$ cat config.mk
export PLATFORM = sky130hd
export DESIGN_NAME = cbus_arbiter_flat
export DESIGN_NICKNAME = d
export VERILOG_FILES = /design/src/rtl/common.sv /design/src/rtl/pipes.sv /design/src/rtl/cbus_arbiter_if.sv /design/src/rtl/rr_select.sv /design/src/rtl/cbus_arbiter.sv /design/src/flat_wrapper.sv
export SDC_FILE = /design/constraint.sdc
export NUM_CORES = 1
export LEC_CHECK = 0
export BUFFER_PORTS_ARGS = -buffer_cell sky130_fd_sc_hd__buf_2
export CAP_MARGIN = 40
export CORE_AREA = 2 2 249 251
export CTS_CLUSTER_DIAMETER = 30
export CTS_CLUSTER_SIZE = 12
export DETAILED_ROUTE_END_ITERATION = 12
export DIE_AREA = 0 0 251 253
export PLACE_DENSITY_LB_ADDON = 0.1
export SETUP_SLACK_MARGIN = 0.2
export SLEW_MARGIN = 5
export SYNTH_ARGS = -nofsm -noshare
export SYNTH_HDL_FRONTEND = slang
export SYNTH_SLANG_ARGS = --single-unit
$ cat constraint.sdc
create_clock -name clk -period 2.3 [get_ports clk]
set_input_delay 0.69 -clock clk [delete_from_list [all_inputs] [get_ports clk]]
set_output_delay 0.69 -clock clk [all_outputs]
set_load 0.05 [all_outputs]
$ cat src/rtl/common.sv
`default_nettype none
// ============================================================================
// Package : common
// Core memory bus (cbus) request/response types and field encodings.
// Rev     : 1.0 - initial release
// ============================================================================
package common;

  localparam logic [2:0] SIZE_B = 3'd0;
  localparam logic [2:0] SIZE_H = 3'd1;
  localparam logic [2:0] SIZE_W = 3'd2;
  localparam logic [2:0] SIZE_D = 3'd3;

  // len holds the beat count minus one, so 0 is a single-beat transaction
  typedef logic [3:0] cbus_len_t;

  typedef struct packed {
    logic        valid;
    logic        is_write;
    logic [2:0]  size;
    logic [63:0] addr;
    logic [7:0]  strobe;
    logic [63:0] data;
    cbus_len_t   len;
  } cbus_req_t;

  typedef struct packed {
    logic        ready;
    logic        last;
    logic [63:0] data;
  } cbus_resp_t;

endpackage
`default_nettype wire

$ cat src/rtl/pipes.sv
`default_nettype none
// ============================================================================
// Package : pipes
// Pipeline-side control types shared by the cbus arbiter.
// Rev     : 1.0 - initial release
// ============================================================================
package pipes;

  typedef enum logic [0:0] {
    IDLE = 1'b0,
    BUSY = 1'b1
  } arb_state_e;

endpackage
`default_nettype wire

$ cat src/rtl/cbus_arbiter_if.sv
`default_nettype none
// ============================================================================
// Interface : cbus_arbiter_if
// Requester-side and bus-side signals of the cbus arbiter.
// Rev       : 1.0 - initial release
// ============================================================================
interface cbus_arbiter_if
  import common::*;
#(
  parameter int N = 2
) ();

  cbus_req_t              ireqs  [N];
  cbus_resp_t             iresps [N];
  cbus_req_t              oreq;
  cbus_resp_t             oresp;
  logic                   busy;
  logic [$clog2(N)-1:0]   grant_idx;

  // master: the arbiter; slave: requesters plus the bus slave around it
  modport master (
    input  ireqs, oresp,
    output iresps, oreq, busy, grant_idx
  );

  modport slave (
    output ireqs, oresp,
    input  iresps, oreq, busy, grant_idx
  );

endinterface
`default_nettype wire

$ cat src/rtl/rr_select.sv
`default_nettype none
// ============================================================================
// Module : rr_select
// Combinational winner select: rotating priority after last_i, or fixed
// lowest-index priority when mode_i is 0.
// Rev    : 1.0 - initial release
// ============================================================================
module rr_select #(
  parameter int N  = 2,
  parameter int IW = $clog2(N)
) (
  input  logic [N-1:0]  valid_i,
  input  logic [IW-1:0] last_i,
  input  logic          mode_i,
  output logic [IW-1:0] winner_o,
  output logic          any_o
);

  logic [IW:0] cand;

  always_comb begin
    winner_o = '0;
    any_o    = |valid_i;
    cand     = '0;
    if (mode_i) begin
      // Scan farthest offset first so the nearest valid index after last_i wins
      for (int k = N; k >= 1; k--) begin
        cand = {1'b0, last_i} + (IW+1)'(k);
        if (cand >= (IW+1)'(N)) begin
          cand = cand - (IW+1)'(N);
        end
        if (valid_i[cand[IW-1:0]]) begin
          winner_o = cand[IW-1:0];
        end
      end
    end else begin
      for (int i = N - 1; i >= 0; i--) begin
        if (valid_i[i]) begin
          winner_o = IW'(i);
        end
      end
    end
  end

endmodule
`default_nettype wire

$ cat src/rtl/cbus_arbiter.sv
`default_nettype none
// ============================================================================
// Module : cbus_arbiter
// Grants the shared cbus to one requester per whole transaction and routes
// the bus response back to the granted requester only.
// Rev    : 1.0 - initial release
// ============================================================================
module cbus_arbiter
  import common::*;
  import pipes::*;
#(
  parameter int N           = 2,
  parameter bit ROUND_ROBIN = 1'b1
) (
  input  logic           clk,
  input  logic           reset,
  cbus_arbiter_if.master bus
);

  localparam int             IW       = $clog2(N);
  localparam logic [IW-1:0]  LAST_RST = IW'(N - 1);

  arb_state_e    state_q, state_d;
  logic [IW-1:0] idx_q, idx_d;
  logic [IW-1:0] last_q, last_d;
  logic [N-1:0]  valid_vec;
  logic [IW-1:0] winner;
  logic          any_valid;

  for (genvar i = 0; i < N; i++) begin : g_valid
    assign valid_vec[i] = bus.ireqs[i].valid;
  end

  rr_select #(
    .N  (N),
    .IW (IW)
  ) u_rr_select (
    .valid_i  (valid_vec),
    .last_i   (last_q),
    .mode_i   (ROUND_ROBIN),
    .winner_o (winner),
    .any_o    (any_valid)
  );

  always_ff @(posedge clk) begin
    if (reset) begin
      state_q <= IDLE;
      idx_q   <= '0;
      last_q  <= LAST_RST;
    end else begin
      state_q <= state_d;
      idx_q   <= idx_d;
      last_q  <= last_d;
    end
  end

  always_comb begin
    state_d       = state_q;
    idx_d         = idx_q;
    last_d        = last_q;
    bus.oreq      = '0;
    bus.busy      = 1'b0;
    bus.grant_idx = '0;
    for (int i = 0; i < N; i++) begin
      bus.iresps[i] = '0;
    end

    // Outputs are forced quiet while reset is held, even if still BUSY
    if (!reset) begin
      case (state_q)
        IDLE: begin
          if (any_valid) begin
            idx_d   = winner;
            state_d = BUSY;
          end
        end
        BUSY: begin
          bus.oreq          = bus.ireqs[idx_q];
          bus.iresps[idx_q] = bus.oresp;
          bus.busy          = 1'b1;
          bus.grant_idx     = idx_q;
          if (bus.oresp.ready && bus.oresp.last) begin
            state_d = IDLE;
            last_d  = idx_q;
          end
        end
        default: state_d = IDLE;
      endcase
    end
  end

endmodule
`default_nettype wire

$ cat src/flat_wrapper.sv
// flat-port wrapper written by rule: the top's interface ports become plain ports
module cbus_arbiter_flat import common::*; import pipes::*;
#(
  parameter int N           = 2,
  parameter bit ROUND_ROBIN = 1'b1
)
  (clk, reset, bus_ireqs, bus_oresp, bus_iresps, bus_oreq, bus_busy, bus_grant_idx);
  cbus_arbiter_if #(.N(N)) bus_i ();
  input  logic clk;
  input  logic reset;
  input wire logic [$bits(bus_i.ireqs)-1:0] bus_ireqs;
  input wire logic [$bits(bus_i.oresp)-1:0] bus_oresp;
  output wire logic [$bits(bus_i.iresps)-1:0] bus_iresps;
  output wire logic [$bits(bus_i.oreq)-1:0] bus_oreq;
  output wire logic [$bits(bus_i.busy)-1:0] bus_busy;
  output wire logic [$bits(bus_i.grant_idx)-1:0] bus_grant_idx;
  assign bus_i.ireqs = {>>{bus_ireqs}};
  assign bus_i.oresp = bus_oresp;
  assign bus_iresps = {>>{bus_i.iresps}};
  assign bus_oreq = bus_i.oreq;
  assign bus_busy = bus_i.busy;
  assign bus_grant_idx = bus_i.grant_idx;
  cbus_arbiter #(.N(N), .ROUND_ROBIN(ROUND_ROBIN)) u_core (.clk(clk), .reset(reset), .bus(bus_i));
endmodule
After elaboration in Yosys (flattened, before gate mapping)
Cells that the tools add are included.
W data, S select, Z words.
{ "totals": {"word_cells": 45, "out_inout_bits": 279, "register_bits": 3} }
{ "classes": {"magnitude_cmp": 6, "n_reduce_logical": 5, "n_bitwise": 3, "n_mux": 24, "add_sub_neg": 4} }
{ "ops": {"columns": ["op", "n"], "rows": [
  ["$mux W145", 5],
  ["$mux W132", 2],
  ["$and A132 B132 Y132", 1],
  ["$demux W66 S1", 1],
  ["$mux W66", 1],
  ["$mux W1", 14],
  ["$ge A2 B2 Y1 const B", 3],
  ["$lt A1 B2 Y1 const B", 2],
  ["$reduce_and A2 Y1", 2],
  ["$add A1 B1 Y2 const B", 1],
  ["$add A1 B2 Y2 const B", 1],
  ["$logic_and A1 B1 Y1", 2],
  ["$lt A2 B1 Y1 const B", 1],
  ["$not A1 Y2", 1],
  ["$pmux W1 S2", 1],
  ["$reduce_or A2 Y1", 1],
  ["$sub A1 B1 Y1 const B", 2],
  ["$not A1 Y1", 1]
]} }

Longest topological paths before layout
Gate-level depths: netlist of the first run.
{ "depth": {"word_depth": 8, "depth_mapped": 5, "ltp_nobuf": 3} }

Modules after synthesis
Synthesis of the first run repeated with hierarchy kept, for this count alone.
{ "hier_totals": {"hier_cells": 565, "hier_area_um2": 3238.1} }
{ "by_module_without_submodules": {"columns": ["module", "cells_each", "n_inst", "area_each_um2", "seq_area_each_um2"], "rows": [
  ["cbus_arbiter", 562, 1, 3218.1, 60.1],
  ["rr_select", 3, 1, 20.0, 0.0]
]} }

Worst setup path before layout of the first run
No wires, ideal clock.
{ "synth_path": {"path_kind": "in2out", "from": "in reset", "to": "out bus_oreq[100]", "arrival_ps": 1892, "cell_stages": 5, "path_slack_ps": -282, "required_ps": 1610, "path_buffers": 3, "cell_sequence": "nand2b_4 buf_6 buf_6 buf_6 nor2_1"} }
{ "synth_via": {"elab_chain_len": 1} }
{ "synth_rtl": {"columns": ["element", "line", "source"], "rows": [
  ["start, declared", "flat_wrapper.sv:10", "input logic reset;"],
  ["$mux W145", "cbus_arbiter.sv:69", "if (!reset) begin"],
  ["end, declared", "flat_wrapper.sv:14", "output wire logic [$bits(bus_i.oreq)-1:0] bus_oreq;"]
]} }
No other way between the ends.

Final worst setup path of the first run
{ "layout_path": {"from": "in reset", "to": "out bus_iresps[84]"} }
{ "layout_via": {"elab_chain_len": 1} }
{ "layout_rtl": {"columns": ["element", "line", "source"], "rows": [
  ["$mux W132", "cbus_arbiter.sv:69", null],
  ["end, declared", "flat_wrapper.sv:13", "output wire logic [$bits(bus_i.iresps)-1:0] bus_iresps;"]
]} }
No other way between the ends.

==> results of run 1 <==
[metal layers]
metal / up-vias / global-route usage / routed length, um
li1: 2956 / - / -
met1: 2708 / 0.0780 / 9510
met2: 349 / 0.171 / 16900
met3: 14 / 0.0196 / 2330
met4: 4 / 0.0100 / 289
met5: - / 0 / 25
[power groups by stage]
stage	clock network (W)	logic [W]	registers (W)
after floorplan	0	0.00129	0.0000588
after global placement	0	0.00203	0.0000609
after detailed placement	0	0.00202	0.0000606
after CTS	0.000286	0.00217	0.0000600
after global routing	0.000289	0.00242	0.0000606
final	0.000282	0.00229	0.0000599
[worst max-delay path by stage]
stage,endpoint,cells past startpoint,start
2_1_floorplan,bus_oreq[14],4,reset
3_3_place_gp,bus_oreq[94],7,reset
3_5_place_dp,bus_oreq[94],7,reset
4_1_cts,bus_oreq[36],6,reset
5_1_grt,bus_iresps[84],7,reset
6_report,bus_iresps[84],7,reset
[worst max-delay path, delay by kind of cell]
kind                   cells  cell delay [ns]
and+or+nand+nor            3             0.50
buffers and inverters      4             0.56
[registers in the layout (all words and copies together) (netlist names)]
register        count
u_core.idx_q        1
u_core.last_q       1
u_core.state_q      1
[cell families (layout without fill, tap and decap cells)]
kind of cell | count (synthesis) | in the layout | synth area share
multiplexers | 145 | 145 | 0.434
flip-flops | 3 | 3 | 0.0180
AND/OR/NAND/NOR | 283 | 283 | 0.424
other | 0 | 1 | 0
buffers and inverters | 58 | 704 | 0.116
AO/OA/AOI/OAI | 5 | 5 | 0.00823
[layout make-up]
class                           instances  share of cell area
Multi-Input combinational cell        433               0.369
Antenna cell                            1            0.000235
Clock buffer                            4             0.00739
Sequential cell                         3             0.00598
Timing Repair Buffer                  696               0.523
Inverter                                4             0.00141
Tap cell                              790              0.0927
[cells in the final DEF, fill, tap and decap left out]
cell type / Yosys / routed
sky130_fd_sc_hd__a21oi_1: 2 / 2
sky130_fd_sc_hd__and2_2: 0 / 21
sky130_fd_sc_hd__and2_4: 0 / 46
sky130_fd_sc_hd__and3_1: 67 / 1
sky130_fd_sc_hd__and3_2: 0 / 8
sky130_fd_sc_hd__and3_4: 0 / 58
sky130_fd_sc_hd__buf_12: 0 / 35
sky130_fd_sc_hd__buf_16: 0 / 3
sky130_fd_sc_hd__buf_2: 14 / 382
sky130_fd_sc_hd__buf_4: 7 / 114
sky130_fd_sc_hd__buf_6: 16 / 114
sky130_fd_sc_hd__buf_8: 0 / 44
sky130_fd_sc_hd__clkbuf_1: 11 / 1
sky130_fd_sc_hd__clkbuf_16: 0 / 6
sky130_fd_sc_hd__clkbuf_4: 0 / 1
sky130_fd_sc_hd__dfxtp_1: 3 / 2
sky130_fd_sc_hd__dfxtp_4: 0 / 1
sky130_fd_sc_hd__diode_2: 0 / 1
sky130_fd_sc_hd__inv_1: 3 / 3
sky130_fd_sc_hd__inv_2: 1 / 1
sky130_fd_sc_hd__mux2i_1: 145 / 145
sky130_fd_sc_hd__nand2b_4: 1 / 1
sky130_fd_sc_hd__nor2_1: 145 / 36
sky130_fd_sc_hd__nor2_2: 0 / 43
sky130_fd_sc_hd__nor2_4: 1 / 67
sky130_fd_sc_hd__nor3_1: 2 / 2
sky130_fd_sc_hd__o211ai_1: 1 / 1
sky130_fd_sc_hd__o21ai_0: 2 / 2
[timing repair]
| action | CTS | global route |
|---|---|---|
| pin swaps | 1 | 4 |
| gates resized for setup | 307 | 221 |
| cloned | 1 | 4 |
| endpoints found under the hold margin | 0 | 0 |
| endpoints found under the setup margin | 279 | 279 |
| setup buffers | 0 | 3 |
[metrics by stage]
step | utilization | TNS (ns) | total power [W] | worst slack, ns | instances
after floorplan | - | -15.64 | 0.00135 | -0.187 | 494
after global placement | 0.146 | -55.34 | 0.00209 | -0.272 | 1918
after detailed placement | 0.146 | -56.30 | 0.00208 | -0.280 | 1918
after CTS | 0.162 | -30.19 | 0.00252 | -0.160 | 1923
after global routing | 0.175 | -36.63 | 0.00277 | -0.199 | 1931
final | 0.175 | -22.74 | 0.00263 | -0.149 | 1931
[synth_stat cells]
master | number | share of area
sky130_fd_sc_hd__o21ai_0 | 2 | 0.0030
sky130_fd_sc_hd__nor2_1 | 145 | 0.16
sky130_fd_sc_hd__dfxtp_1 | 3 | 0.018
sky130_fd_sc_hd__clkbuf_1 | 11 | 0.012
sky130_fd_sc_hd__clkbuf_2 | 6 | 0.0090
sky130_fd_sc_hd__inv_1 | 3 | 0.0034
sky130_fd_sc_hd__nor2_4 | 1 | 0.0034
sky130_fd_sc_hd__nor3_1 | 2 | 0.0030
sky130_fd_sc_hd__o211ai_1 | 1 | 0.0022
sky130_fd_sc_hd__a21oi_1 | 2 | 0.0030
sky130_fd_sc_hd__buf_6 | 16 | 0.054
sky130_fd_sc_hd__mux2i_1 | 145 | 0.43
sky130_fd_sc_hd__nand2b_4 | 1 | 0.0041
sky130_fd_sc_hd__and2_1 | 67 | 0.13
sky130_fd_sc_hd__buf_4 | 7 | 0.016
sky130_fd_sc_hd__inv_2 | 1 | 0.0011
sky130_fd_sc_hd__and3_1 | 67 | 0.13
sky130_fd_sc_hd__buf_2 | 14 | 0.021
==> results.txt, run 1 <==
----------------------------------------------------
[Worst setup path]
  Depth of the worst register-to-register path ... 3
  Endpoint required time on the critical path ... 1.61 ns
  Path type of the worst setup path ... input pin to output pin
  Slowest-stage cell, CP ... sky130_fd_sc_hd__nand2b_4
  Reg2Reg Capture Point ... u_core.last_q$_SDFFE_PP1P_
  Ordered list of cells on the worst path ... buf_8 -> nand2b_4 -> nor2_4 -> buf_4 -> clkbuf_16 -> and2_2 -> buf_6
  Category of the worst setup path launch point ... input pin
  Setup slack of the worst register-to-register path ... 1.39 ns
  Startpoint of the worst register-to-register path ... u_core.state_q$_SDFF_PP0_
  CP endpoint kind ... output pin
  Delay of the slowest critical-path stage ... 0.19 ns
  Signal arrival time at the worst endpoint ... 1.76 ns
  Highest fanout seen on the critical path ... 10

[Timing]
  Final worst setup slack ... -0.149 ns
  Maximum clock skew at final layout ... 0.00192 ns
  Worst slew margin ... 0.752
  Unrepaired setup endpoints after global routing ... true
  Final-report setup violation count ... 271
  Share of the cycle needed by the critical path after routing ... 1.06
  Number of hold-slack violations in the final timing report ... 0
  Pin slew with the least headroom to its limit ... 0.362 ns
  Smallest hold slack ... 0.483 ns
  Minimum period implied by the final worst setup slack ... 2.45 ns
  Fin. max-slew vios ... 0
  Maximum clock frequency ... 408 MHz

[Synth]
  Total standard cell area after synthesis ... 3350 um2
  Mean instance size in the synthesized netlist ... 6.77 um2
  Count of different cell masters after synthesis ... 18
  Total of flip-flops plus latches after synthesis ... 3
  Warnings from Yosys ... 0
  Number of standard cells after synthesis ... 494
  Sequential cell area fraction in the yosys report ... 0.0180
  Synthesized net count ... 852

[Placed design]
  Number of I/O port buffers ... 636
  Dpl hpwl ... 24,700 um
  Instance area at placement ... 8930 um2
  Final GP Congestion ... 0.774

[Clock network]
  # H-tree levels ... 1
  Number of hold buffers added after cts ... 0
  # clock sinks ... 3
  Clock-pin slew of the registers on the worst-case setup and hold paths ... 0.03 ns
  Clock latency on the worst-skew pair ... 0.23 ns
  Clock tree from TritonCTS ... yes
  Number of buffers on the longest clock path ... 2
  CTS Root Buffer Type ... sky130_fd_sc_hd__clkbuf_16
  Clock buffer count from CTS ... 3

[Drt]
  Routed wire length per instance ... 15.0 um
  Number of DRC markers in iteration 0 ... 97
  Vias/cell ... 3.12
  Routed Antenna Nets ... 0
  First drt pass iteration count ... 4
  Detailed-route via count ... 6,031
  Aggregate routed wire length ... 29,100 um
  Number of DRC violations after detailed routing ... 0

[Flow run]
  Max-capacitance violation count ... 0

[Power]
  Switching power as a share of total power ... 0.527
  Portion of total power attributed to combinational logic ... 0.870
  Standby leakage power ... 4.88 nW
  Maximum resistive drop on vdd ... 0.162 mV
  Part of the power in the clock network ... 0.107
  Switching power ... 0.00139 W
  PD cells ... 247 nW/um2
  Internal power consumption ... 0.00125 W
  Power share of the sequential group ... 0.023

[Die]
  Core Box Area ... 61,000 um2
  Core Rows ... 91
  Starting utilization of the core area ... 0.0548
  Full die area ... 63,500 um2
  Width of the die ... 251 um
  Die height ... 253 um
  Number of ports placed on the die boundary ... 637

[Global routing]
  Global-route wire length before repair ... 38,600 um
  Antenna violations before repair ... 3
  Maximum number of pins on one net before global-route repair ... 40
  Total global routing overflow ... 0
  All-Layer GR Usage ... 0.0804
  Number of global-route vias before repair ... 6,161

[Finish]
  Nets@finish ... 1,499
  Post-Layout Inst Area ... 10,700 um2
  Layout fillers ... 6,876
  Multi-input gate area in the final layout ... 3940 um2
  Area grow syn2layout ... 219%
  Fraction of layout instances using a drive strength above 1 ... 0.829
  Flip-flop and latch area ... 63.8 um2

[Hold path]
  Hold_sp ... u_core.last_q$_SDFFE_PP1P_
  Hold WC Path Type ... register to register
  Hold Path End ... u_core.last_q$_SDFFE_PP1P_
  Worst Hold Depth ... 2

[Status]
  Violated checks ... negative setup slack
  Result of the run ... complete, but fails checks

----------------------------------------------------
Power figures use the tool's default switching activity.
==> run 2, diff against run 1 <==
==> constraint.sdc (replaced) <==
create_clock -name clk -period 2.3 [get_ports clk]
set_input_delay 0 -clock clk [delete_from_list [all_inputs] [get_ports clk]]
set_output_delay 0 -clock clk [all_outputs]
set_load 0.05 [all_outputs]
==> run 2 against run 1 <==
Clock power about the same; the run now ends clean; highest routed layer unchanged; utilization decreased by 5.3 points; die area did not move; setup slack gained 0.60 ns; hold slack worse by 0.48 ns.
==> results.txt, run 2 (synthesized netlist as in run 1, its figures left out) <==
----------------------------------------------------
[Drt]
  Routed wire length per instance ... 14.3 um
  Aggregate routed wire length ... 27,100 um
  Vias/cell ... 3.07
  Detailed-route via count ... 5,808
  Routed Antenna Nets ... 0
  Number of DRC violations after detailed routing ... 0
  First drt pass iteration count ... 4
  Number of DRC markers in iteration 0 ... 228

[Clock network]
  Quantity of gates resized following cts ... 0
  Number of hold buffers added after cts ... 0
  Buffers inserted during post-CTS setup optimization ... 0
  # H-tree levels ... 1
  # clock sinks ... 3
  Clock buffer count from CTS ... 3
  CTS Root Buffer Type ... sky130_fd_sc_hd__clkbuf_16
  Clock-pin slew of the registers on the worst-case setup and hold paths ... 0.03 ns
  Clock latency on the worst-skew pair ... 0.23 ns
  Clock tree from TritonCTS ... yes
  Number of buffers on the longest clock path ... 2

[Worst setup path]
  Signal arrival time at the worst endpoint ... 1.84 ns
  Highest fanout seen on the critical path ... 28
  Path type of the worst setup path ... register to output pin
  Endpoint required time on the critical path ... 2.30 ns
  Reg2Reg Capture Point ... u_core.last_q$_SDFFE_PP1P_
  Category of the worst setup path launch point ... register
  Setup slack of the worst register-to-register path ... 1.36 ns
  Depth of the worst register-to-register path ... 3
  Startpoint of the worst register-to-register path ... u_core.state_q$_SDFF_PP0_
  CP endpoint kind ... output pin

[Global routing]
  Maximum number of pins on one net before global-route repair ... 109
  Antenna violations before repair ... 3
  All-Layer GR Usage ... 0.0756
  Total global routing overflow ... 0
  Number of global-route vias before repair ... 5,809
  Global-route wire length before repair ... 36,700 um

[Timing]
  Fin. max-slew vios ... 0
  Share of the cycle needed by the critical path after routing ... 0.802
  Final-report setup violation count ... 0
  Maximum clock frequency ... 542 MHz
  Unrepaired setup endpoints after global routing ... false
  Number of hold-slack violations in the final timing report ... 0
  Maximum clock skew at final layout ... 0.00257 ns
  Worst slew margin ... 0.570
  Pin slew with the least headroom to its limit ... 0.646 ns
  Minimum period implied by the final worst setup slack ... 1.84 ns
  Final setup TNS ... 0 ns

[Flow run]
  Max-capacitance violation count ... 0

[Finish]
  Multi-input gate area in the final layout ... 2900 um2
  Fraction of layout instances using a drive strength above 1 ... 0.602
  Area grow syn2layout ... 122%
  Layout fillers ... 7,234
  Most common cell after layout, fill and taps aside ... sky130_fd_sc_hd__buf_2
  Nets@finish ... 1,457
  Commonest non-fill, non-tap cells in the layout ... sky130_fd_sc_hd__buf_2 (636), sky130_fd_sc_hd__mux2i_1 (145), sky130_fd_sc_hd__nor2_1 (145), sky130_fd_sc_hd__and2_1 (67), sky130_fd_sc_hd__and3_1 (67)
  Final core occ ... 0.122
  Flip-flop and latch area ... 63.8 um2
  Biggest regs ... u_core.idx_q: 1 flops, u_core.last_q: 1 flops, u_core.state_q: 1 flops

[Hold path]
  Hold WC Path Type ... input pin to register
  Worst Hold Depth ... 2
  Hold Path End ... u_core.idx_q$_SDFFE_PP0P_
  Hold_sp ... reset

[Die]
  Starting utilization of the core area ... 0.0548
  Core Box Area ... 61,000 um2
  Full die area ... 63,500 um2
  Die height ... 253 um
  Core Rows ... 91
  Width of the die ... 251 um
  Number of ports placed on the die boundary ... 637

[Power]
  Maximum resistive drop on vdd ... 0.173 mV
  Switching power ... 0.00117 W
  Part of the power in the clock network ... 0.139
  PD cells ... 271 nW/um2
  Portion of total power attributed to combinational logic ... 0.831
  Standby leakage power ... 4.34 nW
  Power share of the sequential group ... 0.030
  Internal power consumption ... 0.000842 W
  Switching power as a share of total power ... 0.582

[Status]
  Result of the run ... complete, no violations

[Placed design]
  Dpl hpwl ... 23,300 um
  Number of I/O port buffers ... 636
  Final GP Congestion ... 0.775

----------------------------------------------------
run 2: cell count changes in the layout (fill, tap and decap cells not counted), sizes merged:
cell / before / now
buf: 692 / 654
clkbuf: 8 / 4
diode: 1 / 3
run 2: metrics by stage:
stage / hold WS [ns] / cell area [um2] / setup WS (ns) / power, W / instances
2_1_floorplan: 0.0691 / 3350 / 0.767 / 0.00116 / 494
3_3_place_gp: 0.239 / 7360 / 0.711 / 0.00177 / 1884
3_5_place_dp: 0.239 / 7360 / 0.669 / 0.00176 / 1884
4_1_cts: 0.00603 / 7440 / 0.421 / 0.00205 / 1888
5_1_grt: 0.0198 / 7440 / 0.309 / 0.00213 / 1890
6_report: 0.00261 / 7440 / 0.455 / 0.00202 / 1891
run 2: power groups by stage:
stage | Clock (W) | Sequential (W) | Combinational, W
2_1_floorplan | 0 | 0.0000588 | 0.00110
3_3_place_gp | 0 | 0.0000615 | 0.00171
6_report | 0.000279 | 0.0000608 | 0.00167
3_5_place_dp | 0 | 0.0000617 | 0.00170
4_1_cts | 0.000285 | 0.0000611 | 0.00170
5_1_grt | 0.000291 | 0.0000617 | 0.00178
run 2: how the worst max path moves through the flow:
stage	cells after the start	slack (ns)	end	from
CTS	5	0.42	bus_iresps[37]	u_core.state_q$_SDFF_PP0_
global placement	5	0.71	bus_iresps[38]	u_core.state_q$_SDFF_PP0_
floorplan	5	0.77	bus_oreq[100]	u_core.state_q$_SDFF_PP0_
global route	5	0.31	bus_iresps[37]	u_core.state_q$_SDFF_PP0_
finish	5	0.46	bus_iresps[37]	u_core.state_q$_SDFF_PP0_
detailed placement	5	0.67	bus_iresps[37]	u_core.state_q$_SDFF_PP0_
run 2: per-layer routing:
metal / vias to the layer above / global-route usage / wire length [um]
met3: 18 / 0.0140 / 1850
met4: 2 / 0.0146 / 437
met2: 304 / 0.161 / 15400
li1: 2869 / - / -
met1: 2615 / 0.0743 / 9370
met5: - / 0 / 16
run 2: area by class of cell:
class / count / share of cell area
flip-flops and latches: 3 / 0.00857
multi-input cells: 433 / 0.389
inverters: 4 / 0.00202
diodes: 3 / 0.00101
repair buffers: 654 / 0.456
well taps: 790 / 0.133
clock buffers: 4 / 0.0106
run 2: critical path, cell delays in order, from the launching register on:
cell and delay, ns:
sky130_fd_sc_hd__dfxtp_1 0.42, sky130_fd_sc_hd__nand2b_4 0.11, sky130_fd_sc_hd__inv_2 0.36, sky130_fd_sc_hd__buf_4 0.26, sky130_fd_sc_hd__and3_1 0.18, sky130_fd_sc_hd__buf_2 0.26
